--- src/rtl/led_scanner.sv ---
// Multi-channel PWM scanner: a position accumulator sweeps a lit point across the LEDs,
// with adjacent channels cross-faded. Define LED_SCANNER_FULL_ON_EN for 100% duty at full brightness.
module led_scanner #(
  parameter int CHANNELS  = 8,
  parameter int PWM_BITS  = 10,
  parameter int FRAC_BITS = 21,
  parameter int PRESCALE  = 1
) (
  input  logic                                   clk,
  input  logic                                   rst_n,
  input  logic                                   hold,
  input  logic                                   mode,
  output logic [CHANNELS-1:0]                    led,
  output logic [$clog2(CHANNELS)+FRAC_BITS-1:0]  pos,
  output logic                                   dir,
  output logic                                   step
);

  localparam int SEG_BITS = $clog2(CHANNELS);
  localparam int POS_BITS = SEG_BITS + FRAC_BITS;
  localparam int PRE_W    = (PRESCALE > 1) ? $clog2(PRESCALE) : 1;

  localparam logic [POS_BITS-1:0] POS_MAX  = '1;
  localparam logic [PWM_BITS-1:0] BMAX     = '1;
  localparam logic [PRE_W-1:0]    PRE_LAST = PRE_W'(PRESCALE - 1);

  logic [PRE_W-1:0]    pre_q, pre_d;
  logic [POS_BITS-1:0] pos_q, pos_d;
  logic                dir_q, dir_d;
  logic                step_q;
  logic                tc;
  logic [PWM_BITS-1:0] pwm_q;

  logic [PWM_BITS-1:0] bright_p1_q [CHANNELS];
  logic [PWM_BITS-1:0] bright_p1_d [CHANNELS];
  logic [CHANNELS-1:0] led_p2_q, led_p2_d;

  logic [SEG_BITS-1:0] seg;
  logic [PWM_BITS-1:0] frac;

  // Brightness of one channel; the mode decides whether the end channels see each other as neighbours.
  function automatic logic [PWM_BITS-1:0] chan_bright(input int ch,
                                                      input logic [SEG_BITS-1:0] s,
                                                      input logic [PWM_BITS-1:0] f,
                                                      input logic wrap);
    int   prv;
    int   nxt;
    logic has_prv;
    logic has_nxt;
    prv     = (ch + CHANNELS - 1) % CHANNELS;
    nxt     = (ch + 1) % CHANNELS;
    has_prv = wrap || (ch != 0);
    has_nxt = wrap || (ch != CHANNELS - 1);
    if (s == SEG_BITS'(ch))                 return BMAX;
    else if (has_prv && s == SEG_BITS'(prv)) return f;
    else if (has_nxt && s == SEG_BITS'(nxt)) return BMAX - f;
    else                                     return '0;
  endfunction

  assign tc = !hold && (pre_q == PRE_LAST);

  always_comb begin
    pre_d = pre_q;
    pos_d = pos_q;
    dir_d = dir_q;
    if (!hold) begin
      pre_d = tc ? '0 : pre_q + PRE_W'(1);
    end
    if (tc) begin
      if (mode) begin
        dir_d = 1'b0;
        pos_d = pos_q + POS_BITS'(1);
      end else if (!dir_q) begin
        if (pos_q == POS_MAX) begin
          dir_d = 1'b1;
          pos_d = POS_MAX - POS_BITS'(1);
        end else begin
          pos_d = pos_q + POS_BITS'(1);
        end
      end else begin
        if (pos_q == '0) begin
          dir_d = 1'b0;
          pos_d = POS_BITS'(1);
        end else begin
          pos_d = pos_q - POS_BITS'(1);
        end
      end
    end
  end

  // Stage p0: prescaler, position accumulator and free-running PWM counter
  always_ff @(posedge clk or negedge rst_n) begin
    if (!rst_n) begin
      pre_q  <= '0;
      pos_q  <= '0;
      dir_q  <= 1'b0;
      step_q <= 1'b0;
      pwm_q  <= '0;
    end else begin
      pre_q  <= pre_d;
      pos_q  <= pos_d;
      dir_q  <= dir_d;
      step_q <= tc;
      pwm_q  <= pwm_q + PWM_BITS'(1);
    end
  end

  assign seg  = pos_q[POS_BITS-1:FRAC_BITS];
  assign frac = pos_q[FRAC_BITS-1 -: PWM_BITS];

  always_comb begin
    for (int i = 0; i < CHANNELS; i++) begin
      bright_p1_d[i] = chan_bright(i, seg, frac, mode);
    end
  end

  // Stage p1: per-channel brightness
  always_ff @(posedge clk or negedge rst_n) begin
    if (!rst_n) begin
      for (int i = 0; i < CHANNELS; i++) bright_p1_q[i] <= '0;
    end else begin
      for (int i = 0; i < CHANNELS; i++) bright_p1_q[i] <= bright_p1_d[i];
    end
  end

  always_comb begin
    led_p2_d = '0;
    for (int i = 0; i < CHANNELS; i++) begin
`ifdef LED_SCANNER_FULL_ON_EN
      led_p2_d[i] = (bright_p1_q[i] == BMAX) || (pwm_q < bright_p1_q[i]);
`else
      led_p2_d[i] = (pwm_q < bright_p1_q[i]);
`endif
    end
  end

  // Stage p2: PWM compare into the output register
  always_ff @(posedge clk or negedge rst_n) begin
    if (!rst_n) led_p2_q <= '0;
    else        led_p2_q <= led_p2_d;
  end

  assign led  = led_p2_q;
  assign pos  = pos_q;
  assign dir  = dir_q;
  assign step = step_q;

endmodule

--- config.mk ---
export PLATFORM = sky130hd
export DESIGN_NAME = led_scanner
export DESIGN_NICKNAME = d
export VERILOG_FILES = /design/src/rtl/led_scanner.sv
export SDC_FILE = /design/constraint.sdc
export NUM_CORES = 1
export LEC_CHECK = 0
export ABC_AREA = 1
export BUFFER_PORTS_ARGS = -buffer_cell sky130_fd_sc_hd__buf_2
export CORE_MARGIN = 4
export CORE_UTILIZATION = 46
export DETAILED_ROUTE_END_ITERATION = 6
export PLACE_DENSITY_LB_ADDON = 0.2
export SKIP_CTS_REPAIR_TIMING = 1
export SLEW_MARGIN = 10
export SYNTH_ARGS = -nofsm -noshare
export SYNTH_HDL_FRONTEND = slang
export SYNTH_SLANG_ARGS = --single-unit
export TNS_END_PERCENT = 50
--- constraint.sdc ---
create_clock -name clk -period 4.55 [get_ports clk]
set_input_delay 0.2275 -clock clk [delete_from_list [all_inputs] [get_ports clk]]
set_output_delay 0.2275 -clock clk [all_outputs]
set_load 0.05 [all_outputs]
==> metrics.csv, run 1 <==
stage,metric,value,unit
finish,Non-Filler Instances,1396,
place,GP Congestion,0.956,
synthesis,ys async rst share,100,%
setup_path,Worst Path Arrival,2.58,ns
timing,Slew Limit Fails,0,
finish,antenna cells,0,
synthesis,Post-synth EDFFs,0,
floorplanning,CORE AREA,0.0180,mm²
synthesis,Most used DFF post-synth,dfrtp_1,
power,leak pwr,4.50,nW
clock_network,Clock Tree Root,clkbuf_16,
finish,FF/Latch Area,0.00313,mm²
setup_path,R2R depth,5,
clock_network,CTS tree,built,
setup_path,WP data required,4.81,ns
grt,GRT overflow,0,
timing,Rel. slew slack,38.8,%
place,Final HPWL DP,16.4,mm
floorplanning,Starting Density,46.9,%
detailed_routing,detailed-route via count,7466,
setup_path,critical path depth,5,
setup_path,CP max FO,27,
setup_path,crit path kind,reg -> reg,
synthesis,Commonest cells post-synth,"nand2_1, inv_1, nor2_1",
grt,first-pass GRT wire length,37.7,mm
detailed_routing,DRT antenna net count,0,
timing,fin crit share,50.9,%
clock_network,Sink Count,125,
setup_path,CP max stage cell,dfrtp_1,
setup_path,family with the most delay on the worst path,buffers and inverters,
grt,gr usage total,23.8,%
timing,Final Skew,0.0107,ns
job,max-cap viol count,0,
clock_network,clock buffer depth,2,
floorplanning,Die Wd,144,µm
setup_path,worst setup path startpoint,pos[23]$_DFFE_PN0P_,
setup_path,reg-to-reg setup timing slack,2.24,ns
detailed_routing,drt drc,0,
setup_path,CP Capture Type,flop,
setup_path,RR Endpoint,bright_p1_q[66]$_DFF_PN0_,
place,placed insts,1363,
synthesis,"Seq/Total Area, Yosys",37.0,%
synthesis,post-synth top area share,37.0,%
floorplanning,Die H,144,µm
synthesis,most frequent cell after synthesis,nand2_1,
clock_network,worst-skew pair later-pin latency,0.43,ns
finish,layout cell share with drive strength beyond 1,10.2,%
setup_path,Startpoint Class,flop,
detailed_routing,routed wire length,23.4,mm
grt,vias in the first global route,7081,
timing,final setup vio count,0,
synthesis,Synth warnings,0,
grt,initial antenna violation count,0,
detailed_routing,Routed wire per std cell,16.8,µm
clock_network,clock-pin transition on the worst setup and hold timing paths,0.06,ns
run_status,status,finished clean,
synthesis,"top cells by area, synth","dfrtp_1, ha_1, nand2_1, inv_1, a21oi_1",
finish,area used by multi-input combinational logic,0.00449,mm²
setup_path,Worst setup endpoint,bright_p1_q[66]$_DFF_PN0_,
place,number of I/O port buffers,37,
setup_path,"Largest stage delay, worst path",0.63,ns
setup_path,RR Startpoint,pos[23]$_DFFE_PN0P_,
detailed_routing,drt pass-1 iters,5,
synthesis,synthesized area per cell,7.42,µm²
timing,Setup TNS,0,ns
finish,fin nets,1234,
clock_network,total CTS buffers,17,
synthesis,top cell type by total area after synthesis,dfrtp_1,
timing,min cycle time layout,2.31,ns
synthesis,Netlist cell types,38,
clock_network,H-tree Lvls,4,
floorplanning,die footprint,0.0206,mm²
power,Max IR drop VDD,0.000327,V
floorplanning,num rows,49,
synthesis,Synth Register Bits,125,
floorplanning,IO Pins,38,
setup_path,WP buf/inv,2,
detailed_routing,drt initial violations,719,
synthesis,cell count after synthesis,1139,
min_path,Hold Crit Class,in -> reg,
timing,RSZ-0062 raised after global routing,no,
finish,fill cell count,1778,
timing,final hold violations,0,
timing,maximum clock frequency,432,MHz
finish,synthesis-to-layout area growth,9.65,%
synthesis,syn nets,1219,
detailed_routing,drt via density,5.35,
synthesis,synthesized cell area,0.00846,mm²
power,PwrDens,482,mW/mm²
setup_path,critical-path cell list,inv_1 > nand2_1 > clkinv_1 > a21oi_1 > o21ai_0,
grt,largest net degree at the start of global routing,91,
timing,Worst-Margin Slew,0.918,ns
cell families after synthesis:
| logic type | Yosys count | share of synthesized area, % |
|---|---|---|
| buffers and inverters | 198 | 9.88 |
| AND/OR/NAND/NOR | 498 | 25.7 |
| XOR/XNOR | 18 | 1.86 |
| flip-flops | 125 | 37.0 |
| adder cells (fa/ha/maj) | 76 | 11.2 |
| AO/OA/AOI/OAI | 224 | 14.3 |
how the worst min path moves through the flow:
stage / start / end / slack (ns) / depth (start not counted)
floorplan: rst_n / bright_p1_q[0]$_DFF_PN0_ / -0.07 / 0
global placement: rst_n / pwm_q[2]$_DFF_PN0_ / 0.36 / 1
detailed placement: rst_n / pwm_q[4]$_DFF_PN0_ / 0.36 / 1
CTS: rst_n / pwm_q[4]$_DFF_PN0_ / -0.09 / 1
global route: hold / pre_q$_DFFE_PN0N_ / 0.02 / 3
finish: hold / pre_q$_DFFE_PN0N_ / 0.006 / 3
power by group:
part / switching (mW) / internal, mW
clock network: 0.531 / 0.766
registers: 0.279 / 1.30
logic: 1.15 / 0.446
flip-flops by register name, indices dropped and copies added (netlist names):
signal and cells:
pre_q 1, pwm_q 10, step 1, led 8
bright_p1_q 80, pos 24, dir 1
metal layers:
metal,part of all wire [%],up-vias,GRT usage (%)
met5,0,-,0
met4,2.2,0,8.28
met3,4.7,37,3.36
met2,48,204,39.2
met1,45,3486,32.4
li1,-,3739,-
worst min-delay path, delay by kind of cell:
| family | cells | cell delay, ns |
|---|---|---|
| simple gates | 1 | 0.04 |
| buf+inv | 2 | 0.13 |
layout by cell type, fill, tap and decap left out, drive strengths merged:
master | Yosys | layout
nand2 | 252 | 252
nor2 | 153 | 153
inv | 147 | 150
dfrtp | 125 | 125
a21oi | 98 | 98
o21ai | 90 | 90
ha | 76 | 76
nand3 | 66 | 66
buf | 29 | 42
clkbuf | 18 | 19
xor2 | 13 | 13
nand4 | 13 | 13
o211ai | 12 | 12
clkinv | 4 | 11
nor3 | 9 | 9
o31ai | 6 | 6
a211oi | 6 | 6
o22ai | 6 | 6
xnor2 | 5 | 5
nor4 | 2 | 2
a21o | 2 | 2
a221oi | 2 | 2
and2 | 2 | 2
clkinvlp | 0 | 2
nor3b | 1 | 1
o21a | 1 | 1
a21boi | 1 | 1
bufinv | 0 | 1
dlygate4sd3 | 0 | 1
area by class of cell:
cell class,instances,area share (%)
tap,229,3.09
inverter,151,6.14
timing repair buffer,43,2.58
clock inverter,13,1.23
multi-input combinational,816,48.4
clock buffer,19,4.78
sequential,125,33.7
stage by stage:
| stage | setup WS, ns | utilization, % | instance area (µm²) | hold slack, ns | power, mW |
|---|---|---|---|---|---|
| 4_1_cts | 2.24 | 51.4 | 9260 | -0.0881 | 4.49 |
| 3_5_place_dp | 2.26 | 48.3 | 8700 | 0.358 | 3.18 |
| 5_1_grt | 1.91 | 51.4 | 9270 | 0.0177 | 4.77 |
| 2_1_floorplan | 2.66 | - | 8460 | -0.0681 | 2.78 |
| 6_report | 2.24 | 51.4 | 9270 | 0.00646 | 4.47 |
| 3_3_place_gp | 2.26 | 48.3 | 8700 | 0.358 | 3.16 |
No activity file was read; power rests on OpenSTA's default activity.
==> run 2, diff against run 1 <==
==> constraint.sdc (replaced) <==
create_clock -name clk -period 2.1 [get_ports clk]
set_input_delay 0.105 -clock clk [delete_from_list [all_inputs] [get_ports clk]]
set_output_delay 0.105 -clock clk [all_outputs]
set_load 0.05 [all_outputs]
==> run 2 against run 1 <==
  * Combinational power is 140% higher
  * Non-clock buffer count is 52 higher
  * Clock power is 130% higher
  * Sequential cell count stayed put
  * Die area stayed put
  * Maximum frequency is 23% higher
  * Final area is 4.9% higher
  * Count of clock-buffer cells in the layout stayed put
  * Sequential power is 110% higher
  * Core utilization is 2.5 points higher
  * First-iteration DRC count is 15% lower
  * Largest cell class unchanged
==> metrics.csv, run 2 (synthesized netlist as in run 1, its figures left out) <==
stage,metric,value,unit
detailed_routing,drt pass-1 iters,6,
place,Final HPWL DP,18.3,mm
min_path,Hold Crit Class,in -> reg,
clock_network,total CTS buffers,17,
power,leak pwr,4.77,nW
finish,most frequent cells in the layout,"nand2_1, inv_1, nor2_1, dfrtp_1, a21oi_1",
clock_network,clock-pin transition on the worst setup and hold timing paths,0.06,ns
min_path,Worst Hold Path EP,pos[19]$_DFFE_PN0P_,
grt,gr usage total,24.9,%
clock_network,worst-skew pair later-pin latency,0.43,ns
finish,Biggest register,bright_p1_q,
setup_path,WP data required,2.38,ns
power,clock share of power,29.3,%
floorplanning,Die H,144,µm
detailed_routing,drt drc,0,
setup_path,Startpoint Class,flop,
detailed_routing,drt via density,5.32,
clock_network,Sink Count,125,
power,switching pwr,4.40,mW
grt,first-pass GRT wire length,39.3,mm
timing,Setup TNS,0,ns
setup_path,Worst Path Arrival,2.17,ns
power,PwrDens,1040,mW/mm²
detailed_routing,Routed wire per std cell,17.1,µm
setup_path,R2R depth,6,
place,Placement Cell Area,0.00910,mm²
clock_network,CTS tree,built,
timing,Slew Limit Fails,0,
detailed_routing,routed wire length,24.8,mm
finish,layout cell share with drive strength beyond 1,14.3,%
floorplanning,Die Wd,144,µm
grt,GRT overflow,0,
setup_path,reg-to-reg setup timing slack,0.21,ns
place,number of I/O port buffers,37,
grt,vias in the first global route,7445,
clock_network,Clock Tree Root,clkbuf_16,
setup_path,CP Capture Type,flop,
timing,final hold violations,0,
grt,largest net degree at the start of global routing,51,
place,GP Congestion,0.965,
finish,fin util,53.9,%
run_status,status,finished clean,
power,combinational power share,38.3,%
setup_path,crit path kind,reg -> reg,
detailed_routing,detailed-route via count,7699,
finish,synthesis-to-layout area growth,15.0,%
detailed_routing,DRT antenna net count,0,
floorplanning,die footprint,0.0206,mm²
finish,post-route cell area,0.00972,mm²
timing,maximum clock frequency,530,MHz
floorplanning,IO Pins,38,
finish,"leading cell type in the layout, fill and taps excluded",nand2_1,
grt,initial antenna violation count,0,
timing,Worst-Margin Slew,0.635,ns
power,Max IR drop VDD,0.000843,V
timing,Final Skew,0.0104,ns
setup_path,RR Startpoint,pos[22]$_DFFE_PN0P_,
finish,antenna cells,0,
power,Internal,5.69,mW
finish,fill cell count,1776,
finish,fin nets,1286,
clock_network,H-tree Lvls,4,
setup_path,RR Endpoint,bright_p1_q[16]$_DFF_PN0_,
min_path,HP Start,mode,
job,max-cap viol count,0,
timing,RSZ-0062 raised after global routing,no,
min_path,WHS Path Cells,6,
floorplanning,CORE AREA,0.0180,mm²
floorplanning,num rows,49,
power,sw frac,43.6,%
clock_network,clock buffer depth,2,
finish,flip-flop count of the largest register after layout,80,
floorplanning,Starting Density,46.9,%
timing,final setup vio count,0,
timing,Rel. slew slack,57.7,%
timing,min cycle time layout,1.89,ns
detailed_routing,drt initial violations,614,
setup_path,CP max FO,18,
power,share of power burned in registers,32.4,%
timing,fin crit share,89.9,%
==> run 2: cell type report <==
class,instances,area (µm²),area share [%]
clock buffers,19,453,4.66
clock inverters,13,130,1.34
inverters,151,569,5.86
multi-input cells,816,4500,46.3
flip-flops and latches,125,3130,32.2
well taps,229,287,2.95
repair buffers,95,657,6.76
==> run 2: metal layers <==
layer	up-vias	global-route usage [%]	share of wire (%)
li1	3837	-	-
met1	3607	32.0	44
met2	210	42.3	48
met3	45	5.66	5.2
met4	0	6.99	2.2
met5	-	0	0
==> run 2: worst max-delay path by stage <==
stage	from	endpoint	slack [ns]	cells past startpoint
2_1_floorplan	pos[0]$_DFFE_PN0P_	pos[18]$_DFFE_PN0P_	0.21	12
3_3_place_gp	pos[0]$_DFFE_PN0P_	pos[18]$_DFFE_PN0P_	0.19	10
3_5_place_dp	pos[0]$_DFFE_PN0P_	pos[22]$_DFFE_PN0P_	0.18	11
4_1_cts	pos[0]$_DFFE_PN0P_	pos[22]$_DFFE_PN0P_	0.16	11
5_1_grt	pos[1]$_DFFE_PN0P_	pos[18]$_DFFE_PN0P_	0.02	10
6_report	pos[22]$_DFFE_PN0P_	bright_p1_q[16]$_DFF_PN0_	0.21	6
==> run 2: critical path, cell delays in order, from the launching register on <==
cell and delay, ns:
dfrtp_1 0.50, inv_4 0.19, nor2_1 0.07, nand2_1 0.10
clkinv_1 0.44, a21oi_1 0.28, o21ai_0 0.14
==> run 2: stage by stage <==
step	setup WS, ns	std cells	hold WS [ns]	power (mW)
after global placement	0.194	1413	0.0797	7.06
final	0.213	1448	0.123	10.1
after floorplan	0.213	1139	-0.191	6.01
after global routing	0.0191	1448	0.176	10.7
after CTS	0.165	1445	-0.380	10.1
after detailed placement	0.180	1413	0.0772	7.11
==> run 2: power by group through the flow <==
stage,clock network [mW],logic [mW],registers [mW]
global placement,0,3.78,3.28
floorplan,0,2.37,3.65
finish,2.95,3.87,3.26
global route,3.08,4.27,3.32
detailed placement,0,3.81,3.30
CTS,2.98,3.83,3.26
